===== config.mk =====
export PLATFORM = sky130hd
export DESIGN_NAME = mcif_rd_wrr_arb
export DESIGN_NICKNAME = d
export VERILOG_FILES = /design/src/rtl/mcif_rd_wrr_arb_pkg.sv /design/src/rtl/mcif_rd_wrr_arb_rr_pick.sv /design/src/rtl/mcif_rd_wrr_arb.sv
export SDC_FILE = /design/constraint.sdc
export NUM_CORES = 1
export LEC_CHECK = 0
export CAP_MARGIN = 5
export CORE_AREA = 2 2 391 393
export CTS_BUF_LIST = sky130_fd_sc_hd__clkbuf_16
export CTS_CLUSTER_DIAMETER = 120
export DETAILED_ROUTE_END_ITERATION = 10
export DIE_AREA = 0 0 393 395
export GPL_TIMING_DRIVEN = 0
export PLACE_DENSITY = 0.34
export SLEW_MARGIN = 25
export SYNTH_ARGS = -nofsm -noshare
export SYNTH_HDL_FRONTEND = slang
export SYNTH_SLANG_ARGS = --single-unit

===== constraint.sdc =====
create_clock -name nvdla_core_clk -period 16.5 [get_ports nvdla_core_clk]
set_input_delay 3.3 -clock nvdla_core_clk [delete_from_list [all_inputs] [get_ports nvdla_core_clk]]
set_output_delay 3.3 -clock nvdla_core_clk [all_outputs]
set_load 0.01 [all_outputs]

===== src/rtl/mcif_rd_wrr_arb_pkg.sv =====
// Shared sizes, client indices and helpers for the MCIF read weighted round-robin arbiter.
package mcif_arb_pkg;

  localparam int NUM_CLIENTS = 10;
  localparam int PD_W        = 79;
  localparam int OS_W        = 8;
  localparam int ID_W        = 4;
  localparam int WT_W        = 8;

  typedef logic [ID_W-1:0] client_id_t;

  localparam client_id_t BDMA     = 4'd0;
  localparam client_id_t SDP      = 4'd1;
  localparam client_id_t PDP      = 4'd2;
  localparam client_id_t CDP      = 4'd3;
  localparam client_id_t SDP_B    = 4'd4;
  localparam client_id_t SDP_N    = 4'd5;
  localparam client_id_t SDP_E    = 4'd6;
  localparam client_id_t CDMA_DAT = 4'd7;
  localparam client_id_t CDMA_WT  = 4'd8;
  localparam client_id_t RBK      = 4'd9;

  // A zero weight still buys one grant per round so no client starves.
  function automatic logic [WT_W-1:0] clamp_weight(input logic [WT_W-1:0] w);
    logic [WT_W-1:0] r;
    if (w == '0) begin
      r = WT_W'(1);
    end else begin
      r = w;
    end
    return r;
  endfunction

endpackage


===== src/rtl/mcif_rd_wrr_arb_rr_pick.sv =====
// Rotating-priority picker: first eligible client at or above rr_ptr, wrapping at the last client.
module mcif_rr_pick
  import mcif_arb_pkg::*;
(
  input  logic [NUM_CLIENTS-1:0] elig_i,
  input  client_id_t             rr_ptr_i,
  output logic [NUM_CLIENTS-1:0] gnt_o,
  output client_id_t             win_o,
  output logic                   any_o
);

  typedef logic [ID_W:0] idx_ext_t;

  idx_ext_t idx_s;

  // Scan the clients in rotated order and latch onto the first eligible one.
  always_comb begin
    gnt_o = '0;
    win_o = BDMA;
    any_o = 1'b0;
    idx_s = '0;
    for (int k = 0; k < NUM_CLIENTS; k++) begin
      idx_s = idx_ext_t'(rr_ptr_i) + idx_ext_t'(k);
      if (idx_s >= idx_ext_t'(NUM_CLIENTS)) begin
        idx_s = idx_s - idx_ext_t'(NUM_CLIENTS);
      end else begin
        idx_s = idx_s;
      end
      if (!any_o && elig_i[idx_s[ID_W-1:0]]) begin
        any_o                    = 1'b1;
        win_o                    = idx_s[ID_W-1:0];
        gnt_o[idx_s[ID_W-1:0]]   = 1'b1;
      end else begin
        any_o = any_o;
      end
    end
  end

endmodule


===== src/rtl/mcif_rd_wrr_arb.sv =====
// MCIF read-request arbiter: weighted round-robin over per-client credits, outstanding-read
// limiting and a single-register output stage toward the memory interface.
module mcif_rd_wrr_arb
  import mcif_arb_pkg::*;
(
  input  logic                        nvdla_core_clk,
  input  logic                        nvdla_core_rstn,
  input  logic [NUM_CLIENTS-1:0]      req_valid_i,
  output logic [NUM_CLIENTS-1:0]      req_ready_o,
  input  logic [NUM_CLIENTS*PD_W-1:0] req_pd_i,
  input  logic [NUM_CLIENTS*WT_W-1:0] rd_weight_i,
  input  logic [OS_W-1:0]             rd_os_cnt_i,
  output logic                        arb_valid_o,
  input  logic                        arb_ready_i,
  output logic [PD_W-1:0]             arb_pd_o,
  output client_id_t                  arb_id_o,
  input  logic                        rsp_done_i,
  output logic [OS_W-1:0]             os_inflight_o,
  output logic                        idle_o
);

  logic [WT_W-1:0]        credit_q [NUM_CLIENTS];
  logic [WT_W-1:0]        credit_d [NUM_CLIENTS];
  client_id_t             rr_ptr_q, rr_ptr_d;
  logic                   arb_valid_q, arb_valid_d;
  logic [PD_W-1:0]        arb_pd_q, arb_pd_d;
  client_id_t             arb_id_q, arb_id_d;
  logic [OS_W-1:0]        os_q, os_d;
  logic                   idle_q, idle_d;

  logic [NUM_CLIENTS-1:0] elig_s;
  logic [NUM_CLIENTS-1:0] gnt_s;
  client_id_t             win_s;
  logic                   any_s;
  logic                   can_load_s;
  logic                   grant_s;
  logic                   reload_s;

  always_comb begin
    elig_s = '0;
    for (int i = 0; i < NUM_CLIENTS; i++) begin
      elig_s[i] = req_valid_i[i] && (credit_q[i] != '0);
    end
  end

  mcif_rr_pick u_pick (
    .elig_i   (elig_s),
    .rr_ptr_i (rr_ptr_q),
    .gnt_o    (gnt_s),
    .win_o    (win_s),
    .any_o    (any_s)
  );

  // The output register refills in the same cycle it hands off, so back-to-back grants have no bubble.
  assign can_load_s  = !arb_valid_q || arb_ready_i;
  assign grant_s     = can_load_s && (os_q < rd_os_cnt_i) && any_s;
  assign reload_s    = (|req_valid_i) && !any_s;
  assign req_ready_o = grant_s ? gnt_s : '0;

  // Weights are sampled only on reload, so CSB writes land at the next round boundary.
  always_comb begin
    for (int i = 0; i < NUM_CLIENTS; i++) begin
      credit_d[i] = credit_q[i];
    end
    if (reload_s) begin
      for (int i = 0; i < NUM_CLIENTS; i++) begin
        credit_d[i] = clamp_weight(rd_weight_i[i*WT_W +: WT_W]);
      end
    end else if (grant_s) begin
      credit_d[win_s] = credit_q[win_s] - WT_W'(1);
    end else begin
      credit_d[0] = credit_q[0];
    end
  end

  always_comb begin
    rr_ptr_d    = rr_ptr_q;
    arb_valid_d = arb_valid_q;
    arb_pd_d    = arb_pd_q;
    arb_id_d    = arb_id_q;
    if (grant_s) begin
      rr_ptr_d    = (win_s == RBK) ? BDMA : (win_s + client_id_t'(1));
      arb_valid_d = 1'b1;
      arb_pd_d    = req_pd_i[int'(win_s)*PD_W +: PD_W];
      arb_id_d    = win_s;
    end else if (arb_ready_i) begin
      arb_valid_d = 1'b0;
    end else begin
      arb_valid_d = arb_valid_q;
    end
  end

  // A grant never pushes the count past rd_os_cnt, so only the decrement needs a floor.
  always_comb begin
    os_d = os_q;
    if (grant_s && !rsp_done_i) begin
      os_d = os_q + OS_W'(1);
    end else if (!grant_s && rsp_done_i && (os_q != '0)) begin
      os_d = os_q - OS_W'(1);
    end else begin
      os_d = os_q;
    end
  end

  assign idle_d = (os_q == '0) && !arb_valid_q && (req_valid_i == '0);

  always_ff @(posedge nvdla_core_clk or negedge nvdla_core_rstn) begin
    if (!nvdla_core_rstn) begin
      for (int i = 0; i < NUM_CLIENTS; i++) begin
        credit_q[i] <= '0;
      end
      rr_ptr_q    <= BDMA;
      arb_valid_q <= 1'b0;
      arb_pd_q    <= '0;
      arb_id_q    <= BDMA;
      os_q        <= '0;
      idle_q      <= 1'b1;
    end else begin
      for (int i = 0; i < NUM_CLIENTS; i++) begin
        credit_q[i] <= credit_d[i];
      end
      rr_ptr_q    <= rr_ptr_d;
      arb_valid_q <= arb_valid_d;
      arb_pd_q    <= arb_pd_d;
      arb_id_q    <= arb_id_d;
      os_q        <= os_d;
      idle_q      <= idle_d;
    end
  end

  assign arb_valid_o   = arb_valid_q;
  assign arb_pd_o      = arb_pd_q;
  assign arb_id_o      = arb_id_q;
  assign os_inflight_o = os_q;
  assign idle_o        = idle_q;

endmodule


-- After elaboration in Yosys (flattened, before gate mapping)
Index checks and enable logic that the tools add are counted.
- add/subtract/negate cells: 23
- multiply operators: 1
- divide/modulo/power cells: 0
- magnitude comparators: 33
- equality and inequality tests: 1
- shifts and indexed selects: 1
- muxes and demuxes: 105
- bitwise logic cells: 10
- reductions and logical operators: 79
- operator list (kind ; number):
    790-bit by 12-bit indexed part select with 79-bit output ; 1
    8-bit two-way mux ; 16
    10-bit two-way mux ; 11
    10-bit bitwise OR ; 9
    8-bit logical NOT ; 11
    8-bit nonzero test ; 11
    4-bit two-way mux ; 21
    80-bit bitwise mux ; 1
    80-bit two-way mux ; 1
    72-bit two-way mux ; 1
    4-bit by 5-bit < comparator with 1-bit output, second input constant ; 10
    5-bit by 4-bit >= comparator with 1-bit output, second input constant ; 9
    1-bit binary-select mux with 4-bit select ; 10
    1-bit demux with 4-bit select ; 10
    4-bit by 1-bit >= comparator with 1-bit output, second input constant ; 10
    4-bit subtractor, second input constant ; 10
    1-bit logical AND ; 38
    8-bit binary-select mux with 4-bit select ; 1
    8-bit demux with 4-bit select ; 1
    1-bit two-way mux ; 32
    4-bit by 3-bit adder with 5-bit output, second input constant ; 4
    8-bit by 1-bit subtractor with 8-bit output, second input constant ; 2
    1-bit logical NOT ; 13
    4-bit by 7-bit multiplier with 11-bit output, second input constant ; 1
    other kinds (15) ; 19
- register bits: 177
- bits in latches: 0
- RAM bits: 0
- ROM bits: 0
- bits of input ports: 892
- output and inout port bits: 103
- word-level logic and storage cells: 269
- memories: 0

-- Depth between registers and ports, before layout
- depth in word-level cells: 40
- mapped depth: 33
- mapped depth without buffers: 25

-- Cells and area by module
From an unflattened synthesis, not the netlist that was laid out.
- cells, all modules: 1867
- area total of the unflattened synthesis: 17839.6 sq um
- by module, submodules not included (module ; instances ; cells an instance ; area each (sq um) ; seq. area each (sq um)):
    mcif_rd_wrr_arb ; 1 ; 1332 ; 14251.2 ; 4430.5
    mcif_rr_pick ; 1 ; 535 ; 3588.4 ; 0.0

-- Worst setup path after synthesis
Ideal clock, no wire load.
- path kind: input to output
- from: in req_valid_i[7]
- to: out req_ready_o[8]
- arrival time: 6.430 ns
- required time: 13.200 ns
- slack: 6.770 ns
- stages: 13
- path buffers: 3
- cells stage by stage: o21a_1 > mux4_2 > o211a_2 > or3_4 > o311a_1 > and3_1 > nor3_4 > buf_2 > buf_2 > buf_2 > nor2_1 > nand2_1 > inv_1
- longest elaborated chain between the ends: 33
- elaborated cells between the ends (all ways): 70
- classes of those cells: mux (41); bitwise (9); reduce/logical (20)
- RTL lines (item ; RTL line ; RTL):
    from (decl) ; mcif_rd_wrr_arb.sv:8 ; input logic [NUM_CLIENTS-1:0] req_valid_i,
    1-bit logical AND (*) ; mcif_rd_wrr_arb.sv:42 ; elig_s[i] = req_valid_i[i] && (credit_q[i] != '0);
    1-bit binary-select mux with 4-bit select ; mcif_rd_wrr_arb_rr_pick.sv:29 ; if (!any_o && elig_i[idx_s[ID_W-1:0]]) begin
    1-bit two-way mux (implied by the code) ; mcif_rd_wrr_arb_rr_pick.sv:29 ;
    1-bit two-way mux ; mcif_rd_wrr_arb_rr_pick.sv:29 ;
    1-bit logical NOT ; mcif_rd_wrr_arb_rr_pick.sv:29 ;
    1-bit logical AND ; mcif_rd_wrr_arb_rr_pick.sv:29 ;
    1-bit two-way mux ; mcif_rd_wrr_arb_rr_pick.sv:29 ;
    1-bit logical NOT ; mcif_rd_wrr_arb_rr_pick.sv:29 ;
    [... 17 more ...] ; - ;
    1-bit logical NOT ; mcif_rd_wrr_arb_rr_pick.sv:29 ;
    1-bit logical AND ; mcif_rd_wrr_arb_rr_pick.sv:29 ;
    1-bit two-way mux ; mcif_rd_wrr_arb_rr_pick.sv:29 ;
    1-bit logical NOT ; mcif_rd_wrr_arb_rr_pick.sv:29 ;
    1-bit logical AND ; mcif_rd_wrr_arb_rr_pick.sv:29 ;
    1-bit two-way mux ; mcif_rd_wrr_arb_rr_pick.sv:29 ;
    1-bit logical AND ; mcif_rd_wrr_arb.sv:56 ; assign grant_s = can_load_s && (os_q < rd_os_cnt_i) && any_s;
    10-bit two-way mux (*) ; mcif_rd_wrr_arb.sv:58 ; assign req_ready_o = grant_s ? gnt_s : '0;
    to (decl) ; mcif_rd_wrr_arb.sv:9 ; output logic [NUM_CLIENTS-1:0] req_ready_o,
Every way passes the cells marked *; elsewhere a longest branch is shown, timed or not. The select of a mux whose other input is x is not followed.

-- Worst setup path after layout
- from: reg rr_ptr_q[0]
- to: out req_ready_o[9]
- longest elaborated chain between the ends: 34
- elaborated cells between the ends (all ways): 158
- classes of those cells: add/sub (19); order compare (30); mux (71); bitwise (9); reduce/logical (29)
- RTL lines (item ; RTL line ; RTL):
    from (decl) ; mcif_rd_wrr_arb.sv:24 ; client_id_t rr_ptr_q, rr_ptr_d;
    from (signal assigned) ; mcif_rd_wrr_arb.sv:122 ; rr_ptr_q <= rr_ptr_d;
    branches (longest 33 deep; another with 4-bit by 1-bit adder with 5-bit output) ; - ;
    10-bit two-way mux (*) ; mcif_rd_wrr_arb.sv:58 ;
Every way passes the cells marked *. The select of a mux whose other input is x is not followed.

==> results.json <==
{
  "first_global_vias": 27900,
  "holdCritPathClass": "flip-flop to flip-flop",
  "initial_core_util": 0.126,
  "slew_violations": 0,
  "setup_tns_ns": 0,
  "grt_pass1_wl_microns": 264000,
  "cts_sinks": 177,
  "holdBufCountCts": 0,
  "worstPathArrival_ns": 11.29,
  "synth_area_sq_um": 19100,
  "die_y_microns": 395,
  "ant_nets": 0,
  "globalRoute.totalOverflow": 0,
  "dieArea_sq_um": 155000,
  "syn_to_final_growth_pct": 70.7,
  "viasPerCell": 4.71,
  "drv_cap": 0,
  "ys.warnings.count": 0,
  "track_usage": 0.254,
  "drive_gt1_frac": 0.0498,
  "syn_inst": 2842,
  "ys_async_sr_fraction": 1.00,
  "crit_required_ns": 13.20,
  "cp_max_fo": 11,
  "antenna_found_initial": 128,
  "r2r_slack_ns": 4.55,
  "drt-total-wl_microns": 203000,
  "drt-wirelength-per-cell_microns": 34.2,
  "syn_avg_cell_area_sq_um": 6.72,
  "rows": 143,
  "rsz0062_at_grt": "false",
  "cp-start-kind": "flip-flop",
  "drtIter0Drc": 2616,
  "synth_edf_count": 0,
  "cts_buffers": 17,
  "timing.rr.start": "rr_ptr_q[0]$_DFFE_PN0P_",
  "endpoint_kind": "primary output",
  "drc": 0,
  "finalSetupViolCount": 0,
  "clockRootBuffer": "clkbuf_16",
  "cts_tree": "done",
  "clk_path_buf_depth": 2,
  "cts-resized-gates": 0,
  "num_vias": 28000,
  "ys_ff_latch": 177,
  "seq_area_frac_synth": 0.232,
  "synth_nets": 3772,
  "crit_start": "rr_ptr_q[0]$_DFFE_PN0P_",
  "fin_crit_sh": 0.884,
  "status": "finished, final reports clean",
  "fmax_mhz": 68.5,
  "netlist_top_cells_area": "dfrtp_1, nand2_1, a21oi_1",
  "worst_r2r_endpoint": "arb_pd_o[78]$_DFFE_PN0P_",
  "ys.flop_type": "dfrtp_1",
  "gp_congestion": 0.972,
  "htreeDepth": 4,
  "first_pass_iters": 6,
  "critPathKind": "flip-flop to primary output",
  "postCtsSetupBuffers": 0,
  "dpl.hpwl_microns": 176000,
  "port-buffer-count": 994,
  "synth_top_area_share": 0.230,
  "io_pins": 995,
  "clock_latency_ns": 0.56,
  "max_slew_margin": 0.274,
  "grt_start_max_net_pins": 75,
  "hold_viol": 0,
  "synth.distinct_cells": 103,
  "clk_pin_slew_ns": 0.10,
  "core-area_sq_um": 151000,
  "reg2reg_depth": 28,
  "cp-endpoint": "req_ready_o[9]",
  "tightest_slew_ns": 1.09,
  "synth_top_area_cell": "dfrtp_1",
  "nets": 4795,
  "die_w_microns": 393,
  "clock_skew_ns": 0.0279,
  "min_period_ns": 14.59
}
## worst min path at each step
stage	cells after the start	start	end
detailed placement	1	arb_valid_o$_DFFE_PN0P_	idle_o$_DFF_PN1_
global placement	1	arb_valid_o$_DFFE_PN0P_	idle_o$_DFF_PN1_
floorplan	1	arb_valid_o$_DFFE_PN0P_	idle_o$_DFF_PN1_
CTS	1	arb_valid_o$_DFFE_PN0P_	idle_o$_DFF_PN1_
finish	1	arb_valid_o$_DFFE_PN0P_	idle_o$_DFF_PN1_
global route	1	arb_valid_o$_DFFE_PN0P_	idle_o$_DFF_PN1_
## routing by layer
layer	GRT usage	up-vias	routed length (microns)
met1	0.332	14000	88300
li1	-	12400	-
met4	0.0489	58	3270
met2	0.414	1277	95000
met5	0	-	365
met3	0.0735	204	16500
## per-stage QoR
stage | instances | hold WS (ns) | setup WS (ns) | area [sq um] | utilization
5_1_grt | 5929 | 0.463 | 1.65 | 32600 | 0.215
6_report | 5949 | 0.442 | 1.91 | 32600 | 0.216
2_1_floorplan | 2842 | 0.455 | 6.77 | 19100 | -
3_5_place_dp | 5876 | 0.421 | 2.64 | 31900 | 0.211
3_3_place_gp | 5866 | 0.432 | 2.14 | 31600 | 0.209
4_1_cts | 5908 | 0.444 | 1.96 | 32500 | 0.215
## cell families after synthesis
kind of cell / synth area share
and+or+nand+nor: 0.335
AOI/OAI and AO/OA: 0.304
buffers and inverters: 0.0579
DFF: 0.232
muxes: 0.0297
adders and majority gates: 0.0257
xor gates and xnor gates: 0.0162
## registers in the layout, indices dropped and copies added, names as in the netlist
| register | count |
|---|---|
| credit_q | 80 |
| rr_ptr_q | 4 |
| arb_valid_o | 1 |
| arb_pd_o | 79 |
| idle_o | 1 |
| os_inflight_o | 8 |
| arb_id_o | 4 |
## cell usage after synthesis, drive strengths merged (6+ instances only)
cell     instances
nand2          888
a21oi          225
dfrtp          176
and3           174
clkbuf         150
nor2           143
o21ai          127
a211oi          98
a31oi           86
a311oi          83
buf             74
a22oi           61
nand3           43
inv             41
ha              36
nor3            33
o211ai          32
mux2i           27
nor4            26
xnor2           23
o221ai          18
or4             18
nand4           16
mux2            14
o21a            13
nand2b          12
nor2b           12
o22ai           12
and2            11
a221o           10
a21o             9
or2              9
o211a            8
xor2             8
a21boi           7
a221oi           7
or3              7
a2bb2oi          6
mux4             6
## critical path, cell delays in order, from the launching register on
cell,delay (ns)
dfrtp_1,0.50
buf_2,0.25
inv_1,0.16
buf_1,0.64
buf_2,0.45
clkbuf_1,0.73
ha_1,0.42
clkbuf_1,0.24
inv_1,0.25
clkbuf_1,0.68
ha_1,0.29
clkbuf_1,0.36
a21oi_1,0.11
a311oi_2,0.51
a2bb2oi_1,0.63
and2_1,0.23
a211oi_1,0.21
nor4_1,0.35
o21ai_0,0.24
and3_1,0.28
nor3_4,0.51
buf_2,0.47
buf_2,0.36
buf_2,0.55
nand3_1,0.42
inv_1,0.25
clkdlybuf4s50_1,0.62
## layout by cell type, fill, tap and decap left out, types with 39 or more instances in the layout
| cell | instances |
|---|---|
| clkdlybuf4s50_1 | 993 |
| nand2_1 | 886 |
| a21oi_1 | 224 |
| dfrtp_1 | 176 |
| and3_1 | 174 |
| clkbuf_1 | 142 |
| nor2_1 | 142 |
| a211oi_1 | 98 |
| o21ai_0 | 95 |
| a31oi_1 | 86 |
| a311oi_1 | 76 |
| a22oi_1 | 61 |
| buf_2 | 57 |
| nand3_1 | 42 |
| diode_2 | 41 |
| inv_1 | 39 |
## area by class of cell
cell class / instances / area [sq um]
fillers: 17200 / 119000
plain buffers: 224 / 956
clock inverters: 15 / 204
diodes: 41 / 103
inverters: 43 / 161
clock buffers: 17 / 425
multi-input cells: 2398 / 13600
repair buffers: 1004 / 10200
well taps: 2030 / 2540
flip-flops and latches: 177 / 4430
Power is left out: the tool's default activity adds up to more than one toggle a clock period on the data nets, which glitch-free logic cannot reach.
